--- config.mk ---
export PLATFORM = sky130hd
export DESIGN_NAME = apb_master_bridge
export DESIGN_NICKNAME = d
export VERILOG_FILES = /design/src/rtl/apb_master_bridge.sv
export SDC_FILE = /design/constraint.sdc
export NUM_CORES = 1
export LEC_CHECK = 0
export CORE_MARGIN = 1
export CORE_UTILIZATION = 60
export CTS_CLUSTER_SIZE = 12
export DETAILED_ROUTE_END_ITERATION = 8
export DONT_BUFFER_PORTS = 1
export PLACE_DENSITY_LB_ADDON = 0.12
export SLEW_MARGIN = 20
export SYNTH_ARGS = -nofsm -noshare
export SYNTH_HDL_FRONTEND = slang
export SYNTH_SLANG_ARGS = --single-unit
--- constraint.sdc ---
create_clock -name PCLK -period 4.65 [get_ports PCLK]
set_clock_uncertainty 0.1 [all_clocks]
set_input_delay 1.395 -clock PCLK [delete_from_list [all_inputs] [get_ports PCLK]]
set_output_delay 1.395 -clock PCLK [all_outputs]
set_load 0.03 [all_outputs]
--- src/rtl/apb_master_bridge.sv ---
// apb_master_bridge
//   Single-outstanding APB master. One accepted command on the valid/ready
//   interface produces exactly one APB SETUP/ACCESS transfer and one
//   single-cycle response pulse. All outputs are registered.
//
//   Optional feature macro: APB_MASTER_TIMEOUT_EN
//     defined   - ACCESS is aborted with rsp_err=1 after TIMEOUT_CYCLES
//                 consecutive PREADY-low cycles
//     undefined - ACCESS waits indefinitely for PREADY, rsp_err stays 0
//
// Ports
//   PCLK, PRESET        clock (rising edge), synchronous active-high reset
//   cmd_valid/cmd_ready command handshake
//   cmd_write/addr/wdata command direction, address, write data
//   rsp_valid           one-cycle completion pulse
//   rsp_rdata/rsp_err   read data (0 for writes/errors), timeout flag
//   PSEL..PWDATA        APB request pins
//   PRDATA, PREADY      APB completion pins

module apb_master_bridge #(
  parameter int ADDR_WIDTH     = 32,
  parameter int DATA_WIDTH     = 32,
  parameter int TIMEOUT_CYCLES = 16
) (
  input  logic                  PCLK,
  input  logic                  PRESET,
  input  logic                  cmd_valid,
  output logic                  cmd_ready,
  input  logic                  cmd_write,
  input  logic [ADDR_WIDTH-1:0] cmd_addr,
  input  logic [DATA_WIDTH-1:0] cmd_wdata,
  output logic                  rsp_valid,
  output logic [DATA_WIDTH-1:0] rsp_rdata,
  output logic                  rsp_err,
  output logic                  PSEL,
  output logic                  PENABLE,
  output logic                  PWRITE,
  output logic [ADDR_WIDTH-1:0] PADDR,
  output logic [DATA_WIDTH-1:0] PWDATA,
  input  logic [DATA_WIDTH-1:0] PRDATA,
  input  logic                  PREADY
);

  if (TIMEOUT_CYCLES < 1) begin : g_bad_timeout
    $error("TIMEOUT_CYCLES must be at least 1");
  end

  typedef enum logic [1:0] {IDLE, SETUP, ACCESS} state_t;

  state_t                state, state_nx;
  logic                  cmd_ready_nx, rsp_valid_nx, rsp_err_nx;
  logic                  psel_nx, penable_nx, pwrite_nx;
  logic [ADDR_WIDTH-1:0] paddr_nx;
  logic [DATA_WIDTH-1:0] pwdata_nx, rsp_rdata_nx;

`ifdef APB_MASTER_TIMEOUT_EN
  localparam int CW = (TIMEOUT_CYCLES > 1) ? $clog2(TIMEOUT_CYCLES) : 1;
  localparam logic [CW-1:0] CNT_LAST = CW'(TIMEOUT_CYCLES - 1);

  logic [CW-1:0] cnt, cnt_nx;
`endif

  always_ff @(posedge PCLK) begin
    if (PRESET) begin
      state     <= IDLE;
      cmd_ready <= 1'b0;
      rsp_valid <= 1'b0;
      rsp_rdata <= '0;
      rsp_err   <= 1'b0;
      PSEL      <= 1'b0;
      PENABLE   <= 1'b0;
      PWRITE    <= 1'b0;
      PADDR     <= '0;
      PWDATA    <= '0;
`ifdef APB_MASTER_TIMEOUT_EN
      cnt       <= '0;
`endif
    end else begin
      state     <= state_nx;
      cmd_ready <= cmd_ready_nx;
      rsp_valid <= rsp_valid_nx;
      rsp_rdata <= rsp_rdata_nx;
      rsp_err   <= rsp_err_nx;
      PSEL      <= psel_nx;
      PENABLE   <= penable_nx;
      PWRITE    <= pwrite_nx;
      PADDR     <= paddr_nx;
      PWDATA    <= pwdata_nx;
`ifdef APB_MASTER_TIMEOUT_EN
      cnt       <= cnt_nx;
`endif
    end
  end

  // Next-value logic for every registered output; the outputs therefore
  // describe the state being entered, not the state being left.
  always_comb begin
    state_nx     = state;
    cmd_ready_nx = cmd_ready;
    rsp_valid_nx = 1'b0;
    rsp_rdata_nx = rsp_rdata;
    rsp_err_nx   = rsp_err;
    psel_nx      = PSEL;
    penable_nx   = PENABLE;
    pwrite_nx    = PWRITE;
    paddr_nx     = PADDR;
    pwdata_nx    = PWDATA;
`ifdef APB_MASTER_TIMEOUT_EN
    cnt_nx       = cnt;
`endif

    unique case (state)
      IDLE: begin
        cmd_ready_nx = 1'b1;
        // cmd_ready is a register: it is low in the first cycle after reset
        if (cmd_valid && cmd_ready) begin
          state_nx     = SETUP;
          cmd_ready_nx = 1'b0;
          psel_nx      = 1'b1;
          pwrite_nx    = cmd_write;
          paddr_nx     = cmd_addr;
          pwdata_nx    = cmd_write ? cmd_wdata : '0;
        end
      end

      SETUP: begin
        state_nx   = ACCESS;
        penable_nx = 1'b1;
`ifdef APB_MASTER_TIMEOUT_EN
        cnt_nx     = '0;
`endif
      end

      ACCESS: begin
        if (PREADY) begin
          state_nx     = IDLE;
          cmd_ready_nx = 1'b1;
          rsp_valid_nx = 1'b1;
          rsp_rdata_nx = PWRITE ? '0 : PRDATA;
          rsp_err_nx   = 1'b0;
          psel_nx      = 1'b0;
          penable_nx   = 1'b0;
          pwrite_nx    = 1'b0;
          paddr_nx     = '0;
          pwdata_nx    = '0;
        end
`ifdef APB_MASTER_TIMEOUT_EN
        else if (cnt == CNT_LAST) begin
          state_nx     = IDLE;
          cmd_ready_nx = 1'b1;
          rsp_valid_nx = 1'b1;
          rsp_rdata_nx = '0;
          rsp_err_nx   = 1'b1;
          psel_nx      = 1'b0;
          penable_nx   = 1'b0;
          pwrite_nx    = 1'b0;
          paddr_nx     = '0;
          pwdata_nx    = '0;
        end else begin
          cnt_nx = cnt + 1'b1;
        end
`endif
      end

      default: state_nx = IDLE;
    endcase
  end

endmodule

# == Word-level counts from Yosys, hierarchy flattened ==
# Cells that the tools add are included.
# classes
eq_ne,4
n_mux,20
bitwise_logic,1
n_reduce_logical,10
# op_table
cell,n
$mux 32,5
$pmux 32 s2,2
$pmux 1 s2,4
$reduce_and 2->1,4
$mux 1,6
$pmux 2 s3,1
$mux 2,2
$ne 2x2->1 const B,2
$reduce_bool 2->1,2
$reduce_and 3->1,1
$eq 2x1->1 const B,1
$eq 2x2->1 const B,1
$logic_not 2->1,1
$reduce_or 2->1,1
$logic_and 1x1->1,1
$not 1->1,1
# word_totals
reg_bits,103
in_bits,101
output_inout_bits,102
elab_cells,44

# == Longest topological paths before layout ==
# depth
depth_word,3
mapped_depth,6

# == Least setup slack after synthesis ==
# Ideal clock, no wire load.
# synth_path
path_type,input to register
start,in PREADY
end,reg PWDATA[10]
setup_ns,0.116
t_arrival_ns,2.349
required_ns,4.434
slack_ns,2.086
stages,6
n_path_buf,3
cell_sequence,and3b_1 > buf_2 > or2_1 > buf_6 > buf_6 > a31o_1
# synth_via
elab_chain_cells,2
# synth_lines
element,line_no,text
from (decl),41,input logic PREADY
$ne 2x2->1 (no line),--,
$reduce_and 3->1 (no line),--,
to (signal assigned),88,PWDATA <= pwdata_nx;
to (decl),39,"output logic [DATA_WIDTH-1:0] PWDATA,"
# No other way between the ends.
# A chain may end at the register's enable or synchronous reset.

# == Final worst setup path ==
# layout_path
start,in PREADY
end,reg PWDATA[15]
# Same word-level chain as after synthesis.

==> results_dict.tcl <==
set metrics [dict create \
    synth_seq_cells 103 \
    setup_viol 0 \
    num_vias 2284 \
    cts_resized 0 \
    fp.dieW_microns 78.89 \
    final_common_cell "dfxtp_1" \
    num-fill-cells 464 \
    clock_latency_ns 0.34 \
    dr.pass1.iters 5 \
    synthXorXnorAreaFrac_pct 0 \
    nets 374 \
    startpoint_type "input port" \
    hold_violations 0 \
    std_cell_rows 27 \
    ctsLongestPathBuffers 2 \
    clk_pin_slew_ns 0.09 \
    drt_iter0_drc 84 \
    ios 203 \
    post-place-ws_ns 1.496 \
    swShare_pct 24.57 \
    synth_fa_ha_area_share_pct 0 \
    cpMostUsedCell "buf_4" \
    fin_crit_ns 2.803 \
    critPathCaptureType "flop" \
    htree_levels 3 \
    post_synth_num_cell_types 27 \
    p_int_w 0.001246 \
    power_density_nw_per_um2 444.1 \
    post-cts-setup-buffers 0 \
    worstHoldPathType "flop to flop" \
    cp.depth 5 \
    synthSimpleGateAreaFrac_pct 10.76 \
    fmax_mhz 356.8 \
    die_height_microns 78.89 \
    pwr-share-comb_pct 5.1 \
    pwr-share-clk_pct 34.5 \
    grt_max_degree 43 \
    cts_tree "yes" \
    cp_cell_sequence "and3b_1 -> buf_4 -> or2_1 -> buf_4 -> a31o_1" \
    synth-seq-area-share_pct 58.13 \
    startpoint "PREADY" \
    drt.antenna.violating_nets 0 \
    crit_required_ns 4.84 \
    die_area_sq_um 6224 \
    rsz0062_at_grt "no" \
    seqPwrFrac_pct 60.4 \
    yosys_warnings 0 \
    grt_overflow 0 \
    antenna_found_initial 1 \
    syn-num-nets 390 \
    cts_sinks 103 \
    place.gp.congestion 0.7000 \
    rrSetupSlack_ns 2.41 \
    cts-root-buf "clkbuf_8" \
    r2r_end "PWDATA[15]$_SDFFE_PP0P_" \
    grt_pass1_vias 2111 \
    syn-instance-count 289 \
    post-route-worst-setup-slack_ns 1.847 \
    setup_tns_ns 0 \
    hold-worst-slack_ns 0.4854 \
    critical-path-top-delay-family "simple AND/OR/NAND/NOR gates" \
    worstPathMaxFanout 32 \
    max-cap-violations 0 \
    drive_above_1_share_pct 9.058 \
    slowest_delay_ns 0.53 \
    switchingPower_w 0.0004059 \
    cts_made_buffers 9 \
    synth_top_family_by_area "compound AO/OA/AOI/OAI gates" \
    routedWlPerCell_microns 21.42 \
    via_per_inst 6.544 \
    maxSlewHeadroom_pct 58.70 \
    track_usage_pct 23.19 \
    cp_slowest_cell "and3b_1" \
    synth_compound_area_share_pct 24.62 \
    drc 0 \
    ir_drop_mv 0.2893 \
    core_sq_um 5608 \
    cp_data_arrival_time_ns 2.99 \
    netlist_area_sq_um 3547 \
    worst-setup-path-type "input port to flop" \
    reg2reg_from "state[1]$_SDFFE_PP0P_" \
    post-route-period-util_pct 60.28 \
    final_cell_mix "dfxtp_1, a22o_1, nor4b_1, a31o_1, clkbuf_8" \
    cp.buffers_inverters 2 \
    cts_hold_buffers 0 \
    initial_core_util_pct 63.25 \
    yosys-mux-area-fraction_pct 0.5996 \
    drv_slew 0 \
    tightest_slew_ns 0.6195 \
    synth_area_per_cell_sq_um 12.27 \
    status "complete, no violations" \
    area_growth_pct 4.868 \
    port_buffers 0 \
    drt-total-wl_microns 7474 \
    grt_pass1_wl_microns 11120 \
    p_leak_nw 1.373 \
    reg2reg_depth 5 \
    crit_end "PWDATA[15]$_SDFFE_PP0P_" \
]
==> layout make-up <==
class | count | area (sq um) | share of cell area, %
Sequential cell | 103 | 2062 | 55.43
Clock inverter | 4 | 72.57 | 1.951
Multi-Input combinational cell | 151 | 1301 | 34.98
Antenna cell | 1 | 2.502 | 0.06727
Clock buffer | 10 | 127.6 | 3.431
Inverter | 1 | 3.754 | 0.1009
Timing Repair Buffer | 7 | 60.06 | 1.615
Tap cell | 72 | 90.09 | 2.422
==> worst min-delay path by stage <==
stage / from / end / slack (ns) / cells past startpoint
2_1_floorplan: state[1]$_SDFFE_PP0P_ / PENABLE$_SDFFE_PP0P_ / 0.41 / 1
6_report: state[1]$_SDFFE_PP0P_ / PENABLE$_SDFFE_PP0P_ / 0.49 / 1
4_1_cts: state[1]$_SDFFE_PP0P_ / PENABLE$_SDFFE_PP0P_ / 0.48 / 1
5_1_grt: state[0]$_SDFFE_PP0P_ / PENABLE$_SDFFE_PP0P_ / 0.52 / 2
3_5_place_dp: state[1]$_SDFFE_PP0P_ / PENABLE$_SDFFE_PP0P_ / 0.46 / 1
3_3_place_gp: state[1]$_SDFFE_PP0P_ / PENABLE$_SDFFE_PP0P_ / 0.44 / 1
==> routing by layer <==
layer	part of all wire [%]	GRT usage, %	up-vias
li1	-	-	1082
met1	39	26.84	1078
met2	47	35.13	114
met3	13	13.45	10
met4	1.4	9.273	0
met5	0	0	-
==> state kept, by name, summed over array words and instances, names as in the netlist <==
register / count
PADDR: 32
PWDATA: 32
rsp_rdata: 32
state: 2
PENABLE: 1
PSEL: 1
PWRITE: 1
cmd_ready: 1
rsp_valid: 1
==> power by group through the flow <==
| stage | clock network [W] | registers (W) | logic [W] |
|---|---|---|---|
| floorplan | 0 | 0.00101 | 0.0000831 |
| global placement | 0 | 0.00102 | 0.0000798 |
| detailed placement | 0 | 0.00102 | 0.0000814 |
| CTS | 0.000581 | 0.000999 | 0.0000822 |
| global route | 0.000623 | 0.00100 | 0.0000924 |
| finish | 0.000569 | 0.000998 | 0.0000846 |
==> stage by stage <==
step / total power, W / utilization, % / area (sq um) / std cells
after CTS: 0.001662 / 66.00 / 3701 / 347
after global placement: 0.001099 / 62.43 / 3501 / 333
final: 0.001652 / 66.33 / 3720 / 349
after global routing: 0.001718 / 66.33 / 3720 / 349
after detailed placement: 0.001101 / 62.43 / 3501 / 333
after floorplan: 0.001094 / - / 3547 / 289
==> kinds of logic (layout without fill, tap and decap cells) <==
kind of cell / after synthesis / after routing
buf+inv: 35 / 22
simple gates: 47 / 47
other cells: 1 / 2
mux: 2 / 2
compound gates: 101 / 101
flops: 103 / 103
==> cell usage after synthesis (all sizes together) <==
library cell / count / area, sq um
a211oi: 1 / 7.510
a21o: 1 / 7.510
a21oi: 1 / 5.000
a22o: 64 / 560.5
a31o: 32 / 280.3
and3b: 2 / 17.52
and4bb: 1 / 12.51
buf: 19 / 145.2
clkbuf: 15 / 56.30
conb: 1 / 3.750
dfxtp: 103 / 2062
inv: 1 / 3.750
mux2: 1 / 11.26
mux2i: 1 / 10.01
nand2b: 1 / 6.260
nor2: 5 / 18.77
nor2b: 2 / 12.51
nor3: 2 / 15.01
nor4: 1 / 12.51
nor4b: 32 / 280.3
o21a: 1 / 7.510
o21ai: 1 / 5.000
or2: 1 / 6.260
No activity file was read; power rests on OpenSTA's default activity.
